### config.mk
export PLATFORM = sky130hd
export DESIGN_NAME = kp_scanner_flat
export DESIGN_NICKNAME = d
export VERILOG_FILES = /design/src/rtl/kp_pkg.sv /design/src/rtl/kp_scanner_if.sv /design/src/rtl/kp_tick.sv /design/src/rtl/kp_scanner.sv /design/src/flat_wrapper.sv
export SDC_FILE = /design/constraint.sdc
export NUM_CORES = 1
export LEC_CHECK = 0
export ABC_CLOCK_PERIOD_IN_PS = 3000
export BUFFER_PORTS_ARGS = -buffer_cell sky130_fd_sc_hd__buf_2
export CAP_MARGIN = 20
export CORE_UTILIZATION = 40
export DETAILED_ROUTE_END_ITERATION = 7
export GPL_TIMING_DRIVEN = 0
export PLACE_DENSITY_LB_ADDON = 0.05
export SLEW_MARGIN = 20
export SYNTH_ARGS = -nofsm -noshare
export SYNTH_HDL_FRONTEND = slang
export SYNTH_HIERARCHICAL = 1
export SYNTH_SLANG_ARGS = --single-unit
### constraint.sdc
create_clock -name clk -period 3 [get_ports clk]
set_input_delay 0.3 -clock clk [delete_from_list [all_inputs] [get_ports clk]]
set_output_delay 0.3 -clock clk [all_outputs]
set_load 0.02 [all_outputs]
### src/rtl/kp_pkg.sv
// Shared types and helpers for the 4x4 keypad scanner.
//  kp_state_t : scanner FSM states
//  KPC_RESET  : column drive after reset (column 0 selected)
//  KP_IDLE    : row sense value with no key pressed
//  kp_code    : maps {column drive, row sense} to the team key code
//  one_low    : 1 when exactly one bit of a 4-bit vector is 0
//  kpc_next   : next column drive in the rotation 0111->1011->1101->1110
package kp_pkg;

  typedef enum logic [1:0] {
    SCAN     = 2'd0,
    DEBOUNCE = 2'd1,
    PRESSED  = 2'd2,
    RELEASE  = 2'd3
  } kp_state_t;

  localparam logic [3:0] KPC_RESET = 4'b0111;
  localparam logic [3:0] KP_IDLE   = 4'hF;

  function automatic logic [3:0] kp_code(input logic [3:0] kpc, input logic [3:0] kpr);
    logic [1:0] w_col;
    logic [1:0] w_row;
    logic [3:0] w_code;
    w_col = 2'd0;
    w_row = 2'd0;
    case (kpc)
      4'b0111: w_col = 2'd0;
      4'b1011: w_col = 2'd1;
      4'b1101: w_col = 2'd2;
      4'b1110: w_col = 2'd3;
      default: w_col = 2'd0;
    endcase
    case (kpr)
      4'b0111: w_row = 2'd0;
      4'b1011: w_row = 2'd1;
      4'b1101: w_row = 2'd2;
      4'b1110: w_row = 2'd3;
      default: w_row = 2'd0;
    endcase
    case ({w_row, w_col})
      4'h0: w_code = 4'h1;
      4'h1: w_code = 4'h2;
      4'h2: w_code = 4'h3;
      4'h3: w_code = 4'hA;
      4'h4: w_code = 4'h4;
      4'h5: w_code = 4'h5;
      4'h6: w_code = 4'h6;
      4'h7: w_code = 4'hB;
      4'h8: w_code = 4'h7;
      4'h9: w_code = 4'h8;
      4'hA: w_code = 4'h9;
      4'hB: w_code = 4'hC;
      4'hC: w_code = 4'hE;
      4'hD: w_code = 4'h0;
      4'hE: w_code = 4'hF;
      default: w_code = 4'hD;
    endcase
    return w_code;
  endfunction

  function automatic logic one_low(input logic [3:0] v);
    logic w_res;
    case (v)
      4'b0111, 4'b1011, 4'b1101, 4'b1110: w_res = 1'b1;
      default:                            w_res = 1'b0;
    endcase
    return w_res;
  endfunction

  // Rotate right; an illegal drive pattern recovers to column 0.
  function automatic logic [3:0] kpc_next(input logic [3:0] kpc);
    logic [3:0] w_next;
    if (one_low(kpc)) begin
      w_next = {kpc[0], kpc[3:1]};
    end else begin
      w_next = KPC_RESET;
    end
    return w_next;
  endfunction

endpackage

### src/rtl/kp_scanner_if.sv
// Keypad pin and key event bundle.
//  kpr       : row sense, active-low (from keypad pins)
//  kpc       : column drive, one bit low (to keypad pins)
//  key_valid : one-clk pulse per accepted key
//  key_code  : code of the last accepted key
//  key_held  : accepted key still pressed
// master = scanner side, slave = keypad/consumer side.
interface kp_scanner_if;
  logic [3:0] kpr;
  logic [3:0] kpc;
  logic       key_valid;
  logic [3:0] key_code;
  logic       key_held;

  modport master (
    input  kpr,
    output kpc,
    output key_valid,
    output key_code,
    output key_held
  );

  modport slave (
    output kpr,
    input  kpc,
    input  key_valid,
    input  key_code,
    input  key_held
  );
endinterface

### src/rtl/kp_tick.sv
// Scan prescaler: free-running counter 0..DIV-1, o_tick high for one clk at DIV-1.
//  i_clk   : system clock
//  i_reset : synchronous active-high reset (counter to 0)
//  o_tick  : scan tick pulse
module kp_tick #(
  parameter int unsigned DIV = 50_000
) (
  input  logic i_clk,
  input  logic i_reset,
  output logic o_tick
);

  localparam int unsigned W = (DIV > 1) ? $clog2(DIV) : 1;
  localparam logic [W-1:0] LAST = W'(DIV - 1);

  logic [W-1:0] r_cnt;
  logic         w_tick;

  assign w_tick = (r_cnt == LAST);
  assign o_tick = w_tick;

  always_ff @(posedge i_clk) begin
    if (i_reset) begin
      r_cnt <= '0;
    end else if (w_tick) begin
      r_cnt <= '0;
    end else begin
      r_cnt <= r_cnt + 1'b1;
    end
  end

endmodule

### src/rtl/kp_scanner.sv
// 4x4 keypad scanner: drives one-hot-low columns, synchronises the rows, debounces press and
// release, and emits one registered key event per physical press.
//  clk   : system clock
//  reset : synchronous active-high reset
//  kp    : keypad pins (kpr in, kpc out) and key event outputs (key_valid/key_code/key_held)
module kp_scanner
  import kp_pkg::*;
#(
  parameter int unsigned SCAN_DIV     = 50_000,
  parameter int unsigned DEBOUNCE_CNT = 20
) (
  input  logic            clk,
  input  logic            reset,
  kp_scanner_if.master    kp
);

  localparam int unsigned DW = $clog2(DEBOUNCE_CNT + 1);
  localparam logic [DW-1:0] DEB_LAST = DW'(DEBOUNCE_CNT);

  logic          w_tick;
  logic [3:0]    r_sync1;
  logic [3:0]    r_kpr_s;

  kp_state_t     r_state, w_state_d;
  logic [3:0]    r_kpc, w_kpc_d;
  logic [7:0]    r_cand, w_cand_d;   // {kpc, row} of the key being debounced
  logic [DW-1:0] r_deb, w_deb_d;
  logic [DW-1:0] w_deb_inc;
  logic [3:0]    r_key_code, w_key_code_d;
  logic          r_key_valid, w_key_valid_d;
  logic          r_key_held, w_key_held_d;

  kp_tick #(
    .DIV (SCAN_DIV)
  ) u_tick (
    .i_clk   (clk),
    .i_reset (reset),
    .o_tick  (w_tick)
  );

  // kpr is asynchronous to clk.
  always_ff @(posedge clk) begin
    if (reset) begin
      r_sync1 <= KP_IDLE;
      r_kpr_s <= KP_IDLE;
    end else begin
      r_sync1 <= kp.kpr;
      r_kpr_s <= r_sync1;
    end
  end

  always_ff @(posedge clk) begin
    if (reset) begin
      r_state     <= SCAN;
      r_kpc       <= KPC_RESET;
      r_cand      <= 8'hFF;
      r_deb       <= '0;
      r_key_code  <= 4'h0;
      r_key_valid <= 1'b0;
      r_key_held  <= 1'b0;
    end else begin
      r_state     <= w_state_d;
      r_kpc       <= w_kpc_d;
      r_cand      <= w_cand_d;
      r_deb       <= w_deb_d;
      r_key_code  <= w_key_code_d;
      r_key_valid <= w_key_valid_d;
      r_key_held  <= w_key_held_d;
    end
  end

  assign w_deb_inc = r_deb + 1'b1;

  always_comb begin
    w_state_d     = r_state;
    w_kpc_d       = r_kpc;
    w_cand_d      = r_cand;
    w_deb_d       = r_deb;
    w_key_code_d  = r_key_code;
    w_key_valid_d = 1'b0;
    if (w_tick) begin
      unique case (r_state)
        SCAN: begin
          // Multi-zero rows are ghosting or multi-key presses; skip them.
          if (one_low(r_kpr_s)) begin
            w_cand_d  = {r_kpc, r_kpr_s};
            w_deb_d   = '0;
            w_state_d = DEBOUNCE;
          end else begin
            w_kpc_d = kpc_next(r_kpc);
          end
        end
        DEBOUNCE: begin
          if (r_kpr_s == r_cand[3:0]) begin
            if (w_deb_inc == DEB_LAST) begin
              w_state_d     = PRESSED;
              w_key_code_d  = kp_code(r_cand[7:4], r_cand[3:0]);
              w_key_valid_d = 1'b1;
            end else begin
              w_deb_d = w_deb_inc;
            end
          end else begin
            w_state_d = SCAN;
            w_kpc_d   = kpc_next(r_kpc);
          end
        end
        PRESSED: begin
          if (r_kpr_s == KP_IDLE) begin
            w_deb_d   = '0;
            w_state_d = RELEASE;
          end
        end
        RELEASE: begin
          if (r_kpr_s == KP_IDLE) begin
            if (w_deb_inc == DEB_LAST) begin
              w_state_d = SCAN;
              w_kpc_d   = kpc_next(r_kpc);
            end else begin
              w_deb_d = w_deb_inc;
            end
          end else begin
            // Bounce during release: keep the key held, no new event.
            w_state_d = PRESSED;
          end
        end
        default: begin
          w_state_d = SCAN;
        end
      endcase
    end
    w_key_held_d = (w_state_d == PRESSED) || (w_state_d == RELEASE);
  end

  assign kp.kpc       = r_kpc;
  assign kp.key_valid = r_key_valid;
  assign kp.key_code  = r_key_code;
  assign kp.key_held  = r_key_held;

endmodule

### src/flat_wrapper.sv
// flat-port wrapper written by rule: the top's interface ports become plain ports
module kp_scanner_flat import kp_pkg::*;
#(
  parameter int unsigned SCAN_DIV     = 50_000,
  parameter int unsigned DEBOUNCE_CNT = 20
)
  (clk, reset, kp_kpr, kp_kpc, kp_key_valid, kp_key_code, kp_key_held);
  kp_scanner_if kp_i ();
  input  logic clk;
  input  logic reset;
  input wire logic [$bits(kp_i.kpr)-1:0] kp_kpr;
  output wire logic [$bits(kp_i.kpc)-1:0] kp_kpc;
  output wire logic [$bits(kp_i.key_valid)-1:0] kp_key_valid;
  output wire logic [$bits(kp_i.key_code)-1:0] kp_key_code;
  output wire logic [$bits(kp_i.key_held)-1:0] kp_key_held;
  assign kp_i.kpr = kp_kpr;
  assign kp_kpc = kp_i.kpc;
  assign kp_key_valid = kp_i.key_valid;
  assign kp_key_code = kp_i.key_code;
  assign kp_key_held = kp_i.key_held;
  kp_scanner #(.SCAN_DIV(SCAN_DIV), .DEBOUNCE_CNT(DEBOUNCE_CNT)) u_core (.clk(clk), .reset(reset), .kp(kp_i));
endmodule
==> impl_metrics.csv, run 1 <==
group,metric,value,unit
hold_path,min-delay-start,"kp_kpr[3]",
worst_setup_path,cp_max_fo,8,
logic_synthesis,yosys.area.top_type,"dfxtp_1",
clock_tree,cts_buffers,5,
placement,place_worst_setup_slack,396.2,ps
floorplan,initial_core_util,41.53,%
job,cap_violations,0,
logic_synthesis,synth_area_per_cell,8.973,µm²
worst_setup_path,worstSetupEndpointType,"register",
route,wl_per_cell,12.42,µm
clock_tree,cts_tree,"yes",
clock_tree,hold_buffers,0,
route,drt_first_iter_violations,44,
floorplan,core-area,0.005921,mm²
logic_synthesis,synth_top_flop_cell,"dfxtp_1",
logic_synthesis,yosysTopAreaCellShare,39.90,%
hold_path,hold_end,"u_core/r_sync1[3]$_SDFF_PP1_",
clock_tree,cts_resized,0,
worst_setup_path,reg2reg_slack,380,ps
power,totalPowerFinal,1.094,mW
grt,grt_max_degree,15,
worst_setup_path,arrival,2870,ps
timing,period_share,87.38,%
timing,finClkSkew,7.393,ps
grt,overflow,0,
placement,io_buffers,15,
clock_tree,cts_root_buf,"clkbuf_8",
timing,setup_ws,378.5,ps
final_layout,mostFrequentLayoutCell,"dfxtp_1",
logic_synthesis,ys_seq_area_share,39.90,%
logic_synthesis,netlist_top_cells_area,"dfxtp_1 (40%), nor2_1 (5.8%), xnor2_1 (5.0%)",
route,via_per_inst,4.989,
final_layout,final_cell_mix,"dfxtp_1 (49), nor2_1 (38), inv_1 (18)",
floorplan,pin_count,16,
route,postRouteAntennaNets,0,
floorplan,fp.dieArea,0.006464,mm²
worst_setup_path,r2r_cells,8,
grt,grt_pass1_wl,7803,µm
route,vias,1856,
final_layout,n_antenna_cell,0,
logic_synthesis,synth_area,0.002459,mm²
timing,max_freq,0.3815,GHz
floorplan,die_h,80.40,µm
grt,antenna_found_initial,0,
logic_synthesis,synth.distinct_cells,55,
placement,routabilityCongestion,0.7672,
worst_setup_path,crit_type,"register to register",
grt,track_usage,15.78,%
worst_setup_path,reg2reg_from,"u_core/u_tick/r_cnt[0]$_SDFF_PP0_",
clock_tree,clock_latency,300,ps
timing,timing.final.hold_violations,0,
logic_synthesis,synth-edff-count,0,
hold_path,hold_depth,2,
final_layout,drive_gt1_share,17.85,%
placement,hpwl,3307,µm
route,wl,4621,µm
floorplan,fp.dieW,80.40,µm
clock_tree,h-tree-depth,2,
logic_synthesis,synth_seq_cells,49,
worst_setup_path,worstPathRequired,3240,ps
power,ir_worst_vdd,0.2072,mV
clock_tree,clk_pin_slew,90,ps
final_layout,nets,309,
worst_setup_path,regToRegEndpoint,"u_core/r_deb[0]$_SDFFE_PP0P_",
floorplan,rows,28,
timing,slew_viol_final,0,
logic_synthesis,syn-num-nets,287,
final_layout,syn_to_final_growth,10.23,%
timing,tns,0,ps
clock_tree,clk_path_buf_depth,2,
run_status,outcome,"complete, no violations",
hold_path,worstHoldPathType,"input port to register",
route,drt-pass1-iter-count,4,
timing,slew_headroom,64.87,%
power,cellPowerDensity,403.8,mW/mm²
worst_setup_path,critPathLaunchType,"register",
power,leakagePower,1.070,nW
grt,grt_pass1_vias,1660,
logic_synthesis,yosys_warnings,6,
timing,min_period,2622,ps
timing,worstMarginPinSlew,527.0,ps
timing,rsz0062_at_grt,"false",
logic_synthesis,async_reset_ff_share,0,%
timing,setup_viol,0,
clock_tree,cts_sinks,49,
route,drc,0,
logic_synthesis,synthCells,274,
clock_tree,post_cts_buffers,0,
Yosys cell counts, types with 2 or more instances:
library cell  instances
dfxtp_1              49
nor4_1                7
clkbuf_2              2
clkbuf_1              4
o211ai_1              3
or3_1                 3
a31oi_1               2
buf_2                 2
or2_2                 8
nor2_1               38
nor2b_1               3
nor3_1                4
nand3_1              11
a211o_1               8
buf_6                 2
inv_1                18
nand4b_1              5
mux2i_1               5
and2_1                3
o21ai_0               4
a21oi_1              10
xor2_1                9
ha_1                  7
nand4bb_1             2
nand2_1              17
xnor2_1              14
nand4_1               6
metrics by stage:
stage          hold slack (ps)  std cells  area [µm²]  util (%)
2_1_floorplan            372.4        274        2459         -
3_3_place_gp             395.3        364        2628     44.38
3_5_place_dp             397.9        364        2628     44.38
4_1_cts                  158.3        372        2710     45.77
5_1_grt                  161.3        372        2710     45.77
6_report                 172.8        372        2710     45.77
logic make-up after synthesis:
logic type | synth area share [%]
multiplexers | 3.410
AO/OA/AOI/OAI | 11.15
AND/OR/NAND/NOR | 26.46
XOR/XNOR | 8.855
buffers and inverters | 6.666
flip-flops | 39.90
adder cells (fa/ha/maj) | 3.562
critical path: stages, from the launching register on:
cell and delay (ps):
dfxtp_1 380, ha_1 200, nand3_1 270, nor4_2 550, inv_1 150, a221oi_2 270, o211ai_2 240, or3_1 370
a21oi_2 130
final cells by class:
type,count,area [µm²]
Buffer,14,96.34
Clock buffer,6,72.57
Clock inverter,2,10.01
Fill cell,595,3211
Inverter,18,67.56
Multi-Input combinational cell,193,1314
Sequential cell,49,980.9
Tap cell,75,93.84
Timing Repair Buffer,15,75.07
flip-flops by register name (all words and copies together) (netlist names):
| signal | flops |
|---|---|
| u_core/r_sync1 | 4 |
| u_core/r_kpr_s | 4 |
| u_core/r_deb | 5 |
| u_core/u_tick/r_cnt | 16 |
| u_core/r_state | 2 |
| u_core/kp.key_held | 1 |
| u_core/kp.key_valid | 1 |
| u_core/r_cand | 8 |
| u_core/kp.kpc | 4 |
| u_core/kp.key_code | 4 |
worst max-delay path by stage:
stage | from | to | slack [ps] | depth (start not counted)
2_1_floorplan | u_core/u_tick/r_cnt[11]$_SDFF_PP0_ | u_core/r_deb[0]$_SDFFE_PP0P_ | 800 | 7
3_3_place_gp | u_core/u_tick/r_cnt[0]$_SDFF_PP0_ | u_core/r_deb[0]$_SDFFE_PP0P_ | 380 | 8
3_5_place_dp | u_core/u_tick/r_cnt[0]$_SDFF_PP0_ | u_core/r_deb[0]$_SDFFE_PP0P_ | 400 | 8
4_1_cts | u_core/u_tick/r_cnt[0]$_SDFF_PP0_ | u_core/r_deb[0]$_SDFFE_PP0P_ | 370 | 8
5_1_grt | u_core/u_tick/r_cnt[0]$_SDFF_PP0_ | u_core/r_deb[0]$_SDFFE_PP0P_ | 140 | 8
6_report | u_core/u_tick/r_cnt[0]$_SDFF_PP0_ | u_core/r_deb[0]$_SDFFE_PP0P_ | 380 | 8
layer usage:
metal  GRT usage (%)  routed length [µm]  share of wire (%)
met3           3.750                 135                2.9
met5               0                   0                  0
met2           24.92                2055                 44
met4           5.357                  64                1.4
met1           20.87                2365                 51
where the power goes:
part           switching [mW]  internal, mW  leakage [nW]
sequential            0.00618         0.658         0.398
combinational          0.0282        0.0221         0.628
clock                   0.217         0.162        0.0450
Note: power is estimated with default switching activity, not from simulation.
==> run 2: changes to the inputs <==
--- a/config.mk
+++ b/config.mk
@@ -8,7 +8,9 @@
 export ABC_CLOCK_PERIOD_IN_PS = 3000
 export BUFFER_PORTS_ARGS = -buffer_cell sky130_fd_sc_hd__buf_2
 export CAP_MARGIN = 20
-export CORE_UTILIZATION = 40
+export CELL_PAD_IN_SITES_DETAIL_PLACEMENT = 1
+export CELL_PAD_IN_SITES_GLOBAL_PLACEMENT = 2
+export CORE_UTILIZATION = 37
 export DETAILED_ROUTE_END_ITERATION = 7
 export GPL_TIMING_DRIVEN = 0
 export PLACE_DENSITY_LB_ADDON = 0.05
==> run 2 against run 1 <==
Net effect: flip-flop and latch count unchanged; hold slack improved by 8.2 ps; final cell count grew 0.54%; register-to-register slack got worse by 70 ps; wire length grew 9.7%; sequential share of layout area fell by 0.46 points; via count rose by 2.2%; critical path depth stayed put.
==> impl_metrics.csv, run 2 (same netlist as run 1, synthesis figures left out) <==
group,metric,value,unit
run_status,outcome,"complete, no violations",
worst_setup_path,worstSetupEndpointType,"register",
floorplan,initial_core_util,38.50,%
floorplan,fp.dieW,83.52,µm
worst_setup_path,critPathLaunchType,"register",
worst_setup_path,startpoint,"u_core/u_tick/r_cnt[0]$_SDFF_PP0_",
timing,finClkSkew,6.044,ps
final_layout,regArea,980.9,µm²
final_layout,reg_top3,"u_core/u_tick/r_cnt (16), u_core/r_cand (8), u_core/r_deb (5)",
power,p_sw,0.2594,mW
clock_tree,cts_root_buf,"clkbuf_8",
clock_tree,clock_latency,290,ps
timing,rsz0062_at_grt,"false",
timing,max_freq,0.3719,GHz
timing,slew_viol_final,0,
route,wl,5069,µm
timing,tns,0,ps
timing,setup_viol,0,
grt,track_usage,15.52,%
floorplan,core-area,0.006386,mm²
placement,routabilityCongestion,0.7123,
timing,min_period,2689,ps
final_layout,n_antenna_cell,0,
power,totalPowerFinal,1.190,mW
hold_path,worstHoldPathType,"input port to register",
grt,grt_max_degree,17,
final_layout,mostFrequentLayoutCell,"dfxtp_1",
final_layout,largest_register_ffs,16,
clock_tree,hold_buffers,0,
clock_tree,clk_pin_slew,90,ps
worst_setup_path,crit_type,"register to register",
timing,period_share,89.62,%
clock_tree,cts_resized,0,
power,swShare,21.81,%
timing,timing.final.hold_violations,0,
power,leakagePower,1.080,nW
floorplan,fp.dieArea,0.006975,mm²
route,wl_per_cell,13.55,µm
floorplan,pin_count,16,
grt,overflow,0,
grt,grt_pass1_vias,1891,
worst_setup_path,worstPathRequired,3230,ps
clock_tree,cts_tree,"yes",
power,p_seq_share,55.9,%
final_layout,final_cell_mix,"dfxtp_1 (49), nor2_1 (38), inv_1 (18)",
power,share_comb_of_total_power,4.3,%
final_layout,n_fill_cell,769,
route,drc,0,
clock_tree,cts_buffers,5,
power,p_int,0.9301,mW
timing,worstMarginPinSlew,590.8,ps
final_layout,multi_input_area,0.001314,mm²
final_layout,nets,309,
power,ir_worst_vdd,0.2576,mV
floorplan,rows,29,
placement,io_buffers,15,
route,via_per_inst,5.072,
final_layout,final_area,0.002745,mm²
route,drt-pass1-iter-count,4,
clock_tree,post_cts_buffers,0,
route,postRouteAntennaNets,0,
worst_setup_path,reg2reg_from,"u_core/u_tick/r_cnt[0]$_SDFF_PP0_",
clock_tree,cts_sinks,49,
route,drt_first_iter_violations,45,
grt,grt_pass1_wl,8873,µm
job,cap_violations,0,
timing,slew_headroom,60.61,%
final_layout,top_register,"u_core/u_tick/r_cnt",
floorplan,die_h,83.52,µm
worst_setup_path,cp_max_fo,8,
final_layout,drive_gt1_share,18.18,%
final_layout,syn_to_final_growth,11.65,%
hold_path,min-delay-start,"kp_kpr[0]",
placement,hpwl,3724,µm
clock_tree,clk_path_buf_depth,2,
clock_tree,h-tree-depth,2,
grt,antenna_found_initial,0,
power,clockPowerShare,39.8,%
placement,place_area,0.002630,mm²
power,cellPowerDensity,433.3,mW/mm²
final_layout,final_core_util,42.99,%
route,vias,1897,
worst_setup_path,arrival,2920,ps
==> run 2: changes by cell type in the layout (fill, tap and decap cells not counted), sizes merged <==
cell      before  now
bufinv         0    1
clkbuf        13   12
clkinv         2    1
clkinvlp       0    1
==> run 2: worst paths after layout <==
check | slack [ps] | endpoint | depth (start not counted)
worst max register to register | 310 | u_core/r_deb[0]$_SDFFE_PP0P_ | 8
worst min-delay path | 180 | u_core/r_sync1[0]$_SDFF_PP1_ | 2
worst max-delay path | 310 | u_core/r_deb[0]$_SDFFE_PP0P_ | 8
worst min register to register | 420 | u_core/r_kpr_s[2]$_SDFF_PP1_ | 1
==> run 2: cell type report <==
class | instances | share of cell area (%)
sequential | 49 | 35.73
clock buffer | 5 | 2.507
tap | 77 | 3.510
multi-input combinational | 193 | 47.86
clock inverter | 3 | 1.686
timing repair buffer | 15 | 2.735
buffer | 14 | 3.510
inverter | 18 | 2.461
==> run 2: through the flow <==
| step | std cells | hold WS [ps] | worst slack (ps) |
|---|---|---|---|
| floorplan | 274 | 372.4 | 801.3 |
| global placement | 366 | 393.4 | 329.2 |
| detailed placement | 366 | 398.6 | 301.5 |
| CTS | 374 | 160.5 | 289.4 |
| global route | 374 | 173.1 | 156.6 |
| finish | 374 | 181.0 | 311.3 |
==> run 2: metal layers <==
layer / part of all wire, % / wire (µm) / vias up / GRT usage (%)
met4: 0.83 / 42 / 0 / 5.085
met3: 2.2 / 112 / 2 / 2.671
met5: 0 / 0 / - / 0
li1: - / - / 987 / -
met1: 52 / 2620 / 890 / 21.13
met2: 45 / 2293 / 18 / 25.04
==> run 2: critical path, stage by stage, from the launching register on <==
cell	delay, ps
dfxtp_1	390
ha_1	200
nand3_1	290
nor4_2	590
inv_1	160
a221oi_2	260
o211ai_2	230
or3_1	370
a21oi_2	130
==> run 2: power groups by stage <==
stage	clock network, mW	logic [mW]	registers, mW
2_1_floorplan	0	0.0388	0.678
3_3_place_gp	0	0.0516	0.679
3_5_place_dp	0	0.0521	0.680
4_1_cts	0.502	0.0523	0.665
5_1_grt	0.521	0.0575	0.666
6_report	0.474	0.0511	0.664
==> run 3: changes to the inputs <==
--- a/config.mk
+++ b/config.mk
@@ -13,7 +13,7 @@
 export CORE_UTILIZATION = 37
 export DETAILED_ROUTE_END_ITERATION = 7
 export GPL_TIMING_DRIVEN = 0
-export PLACE_DENSITY_LB_ADDON = 0.05
+export PLACE_DENSITY_LB_ADDON = 0.1
 export SLEW_MARGIN = 20
 export SYNTH_ARGS = -nofsm -noshare
 export SYNTH_HDL_FRONTEND = slang
==> run 3 against run 2 <==
Net effect: sequential share of layout area stayed put; setup slack better by 80 ps; critical path depth stayed put; register-to-register slack better by 80 ps; largest power group unchanged; final cell count stayed put; via count is 0.26% higher; combinational power hardly changed; critical path type unchanged; die area stayed put; flip-flop and latch count stayed put; global-route usage is 0.057 points lower; highest routed layer unchanged; clock skew hardly changed; hold slack worse by 12 ps.
==> impl_metrics.csv, run 3 (same netlist as run 1, synthesis figures left out) <==
group,metric,value,unit
run_status,outcome,"complete, no violations",
timing,setup_ws,390.9,ps
clock_tree,clk_path_buf_depth,2,
final_layout,drive_gt1_share,18.18,%
worst_setup_path,critPathLaunchType,"register",
grt,antenna_found_initial,0,
timing,rsz0062_at_grt,"false",
clock_tree,cts_root_buf,"clkbuf_8",
floorplan,pin_count,16,
placement,place_worst_setup_slack,378.1,ps
route,wl,4947,µm
final_layout,mostFrequentLayoutCell,"dfxtp_1",
timing,min_period,2609,ps
power,ir_worst_vdd,0.1972,mV
timing,worstMarginPinSlew,553.7,ps
route,drc,0,
floorplan,die_h,83.52,µm
final_layout,largest_register_ffs,16,
worst_setup_path,r2r_cells,8,
timing,period_share,86.97,%
worst_setup_path,crit_chain,"ha_1 > nand3_1 > nor4_2 > inv_1 > a221oi_2 > o211ai_2 > or3_1 > a21oi_2",
route,drt_first_iter_violations,58,
worst_setup_path,slowest_delay,550,ps
placement,io_buffers,15,
worst_setup_path,reg2reg_from,"u_core/u_tick/r_cnt[0]$_SDFF_PP0_",
clock_tree,h-tree-depth,2,
clock_tree,clock_latency,300,ps
floorplan,initial_core_util,38.50,%
final_layout,top_register,"u_core/u_tick/r_cnt",
worst_setup_path,startpoint,"u_core/u_tick/r_cnt[0]$_SDFF_PP0_",
floorplan,rows,29,
worst_setup_path,regToRegEndpoint,"u_core/r_deb[0]$_SDFFE_PP0P_",
final_layout,final_cell_mix,"dfxtp_1 (49), nor2_1 (38), inv_1 (18)",
clock_tree,clk_pin_slew,100,ps
grt,grt_pass1_wl,8783,µm
worst_setup_path,arrival,2850,ps
timing,tns,0,ps
clock_tree,cts_tree,"yes",
route,postRouteAntennaNets,0,
final_layout,reg_top3,"u_core/u_tick/r_cnt (16), u_core/r_cand (8), u_core/r_deb (5)",
timing,finClkSkew,5.562,ps
job,cap_violations,0,
grt,grt_max_degree,17,
grt,overflow,0,
final_layout,final_cell_count_no_fill,374,
route,wl_per_cell,13.23,µm
worst_setup_path,reg2reg_slack,390,ps
floorplan,fp.dieW,83.52,µm
power,cellPowerDensity,436.2,mW/mm²
clock_tree,cts_buffers,5,
clock_tree,hold_buffers,0,
power,totalPowerFinal,1.197,mW
placement,hpwl,3623,µm
route,via_per_inst,5.086,
timing,slew_viol_final,0,
final_layout,nets,309,
final_layout,n_antenna_cell,0,
timing,max_freq,0.3833,GHz
hold_path,worstHoldPathType,"input port to register",
grt,track_usage,15.47,%
floorplan,core-area,0.006386,mm²
worst_setup_path,critPathSlowestCell,"nor4_2",
timing,setup_viol,0,
final_layout,syn_to_final_growth,11.65,%
route,drt-pass1-iter-count,4,
floorplan,fp.dieArea,0.006975,mm²
worst_setup_path,crit_end,"u_core/r_deb[0]$_SDFFE_PP0P_",
power,leakagePower,1.080,nW
worst_setup_path,crit_type,"register to register",
timing,timing.final.hold_violations,0,
worst_setup_path,cp_max_fo,8,
worst_setup_path,worstPathRequired,3240,ps
clock_tree,cts_sinks,49,
grt,grt_pass1_vias,1821,
timing,slew_headroom,63.09,%
worst_setup_path,worstSetupEndpointType,"register",
placement,routabilityCongestion,0.7157,
clock_tree,cts_resized,0,
placement,dpl.cell_count,366,
route,vias,1902,
clock_tree,post_cts_buffers,0,
[run 3: cell counts in the layout (fill, tap and decap cells not counted)]
Identical to the previous run, type by type.
[run 3: worst max-delay path, delay by kind of cell, from the launching register on]
kind,cells,cell delay [ps]
DFF,1,380
adders and majority gates,1,200
AOI/OAI and AO/OA,3,620
buffers and inverters,1,160
and+or+nand+nor,3,1190
[run 3: area by class of cell]
cell class | instances | area [µm²]
fill | 775 | 3641
multi-input combinational | 193 | 1314
sequential | 49 | 980.9
buffer | 14 | 96.34
tap | 77 | 96.34
timing repair buffer | 15 | 75.07
clock buffer | 5 | 68.82
inverter | 18 | 67.56
clock inverter | 3 | 46.29
[run 3: stage by stage]
stage                     utilization (%)  area [µm²]  hold WS, ps
after global placement              41.18        2630        393.1
final                               42.99        2745        169.2
after detailed placement            41.18        2630        397.2
after floorplan                         -        2459        372.4
after CTS                           42.99        2745        155.3
after global routing                42.99        2745        153.6
[run 3: power breakdown]
group,leakage [nW],switching (mW),internal (mW)
clock,0.0543,0.232,0.250
combinational,0.628,0.0291,0.0221
sequential,0.398,0.00609,0.658
total,1.08,0.267,0.930
[run 3: layer usage]
| layer | part of all wire (%) | routed length, µm | up-vias | GRT usage (%) |
|---|---|---|---|---|
| li1 | - | - | 987 | - |
| met5 | 0 | 0 | - | 0 |
| met2 | 42 | 2088 | 22 | 22.88 |
| met3 | 2.8 | 139 | 4 | 3.264 |
| met1 | 54 | 2654 | 889 | 22.21 |
| met4 | 1.3 | 65 | 0 | 5.547 |
[run 3: how the worst min path moves through the flow]
stage	from	to	slack [ps]	cells past startpoint
3_3_place_gp	u_core/r_sync1[3]$_SDFF_PP1_	u_core/r_kpr_s[3]$_SDFF_PP1_	390	1
5_1_grt	kp_kpr[0]	u_core/r_sync1[0]$_SDFF_PP1_	150	2
4_1_cts	kp_kpr[0]	u_core/r_sync1[0]$_SDFF_PP1_	160	2
6_report	kp_kpr[1]	u_core/r_sync1[1]$_SDFF_PP1_	170	2
2_1_floorplan	reset	u_core/u_tick/r_cnt[2]$_SDFF_PP0_	370	1
3_5_place_dp	u_core/r_sync1[0]$_SDFF_PP1_	u_core/r_kpr_s[0]$_SDFF_PP1_	400	1
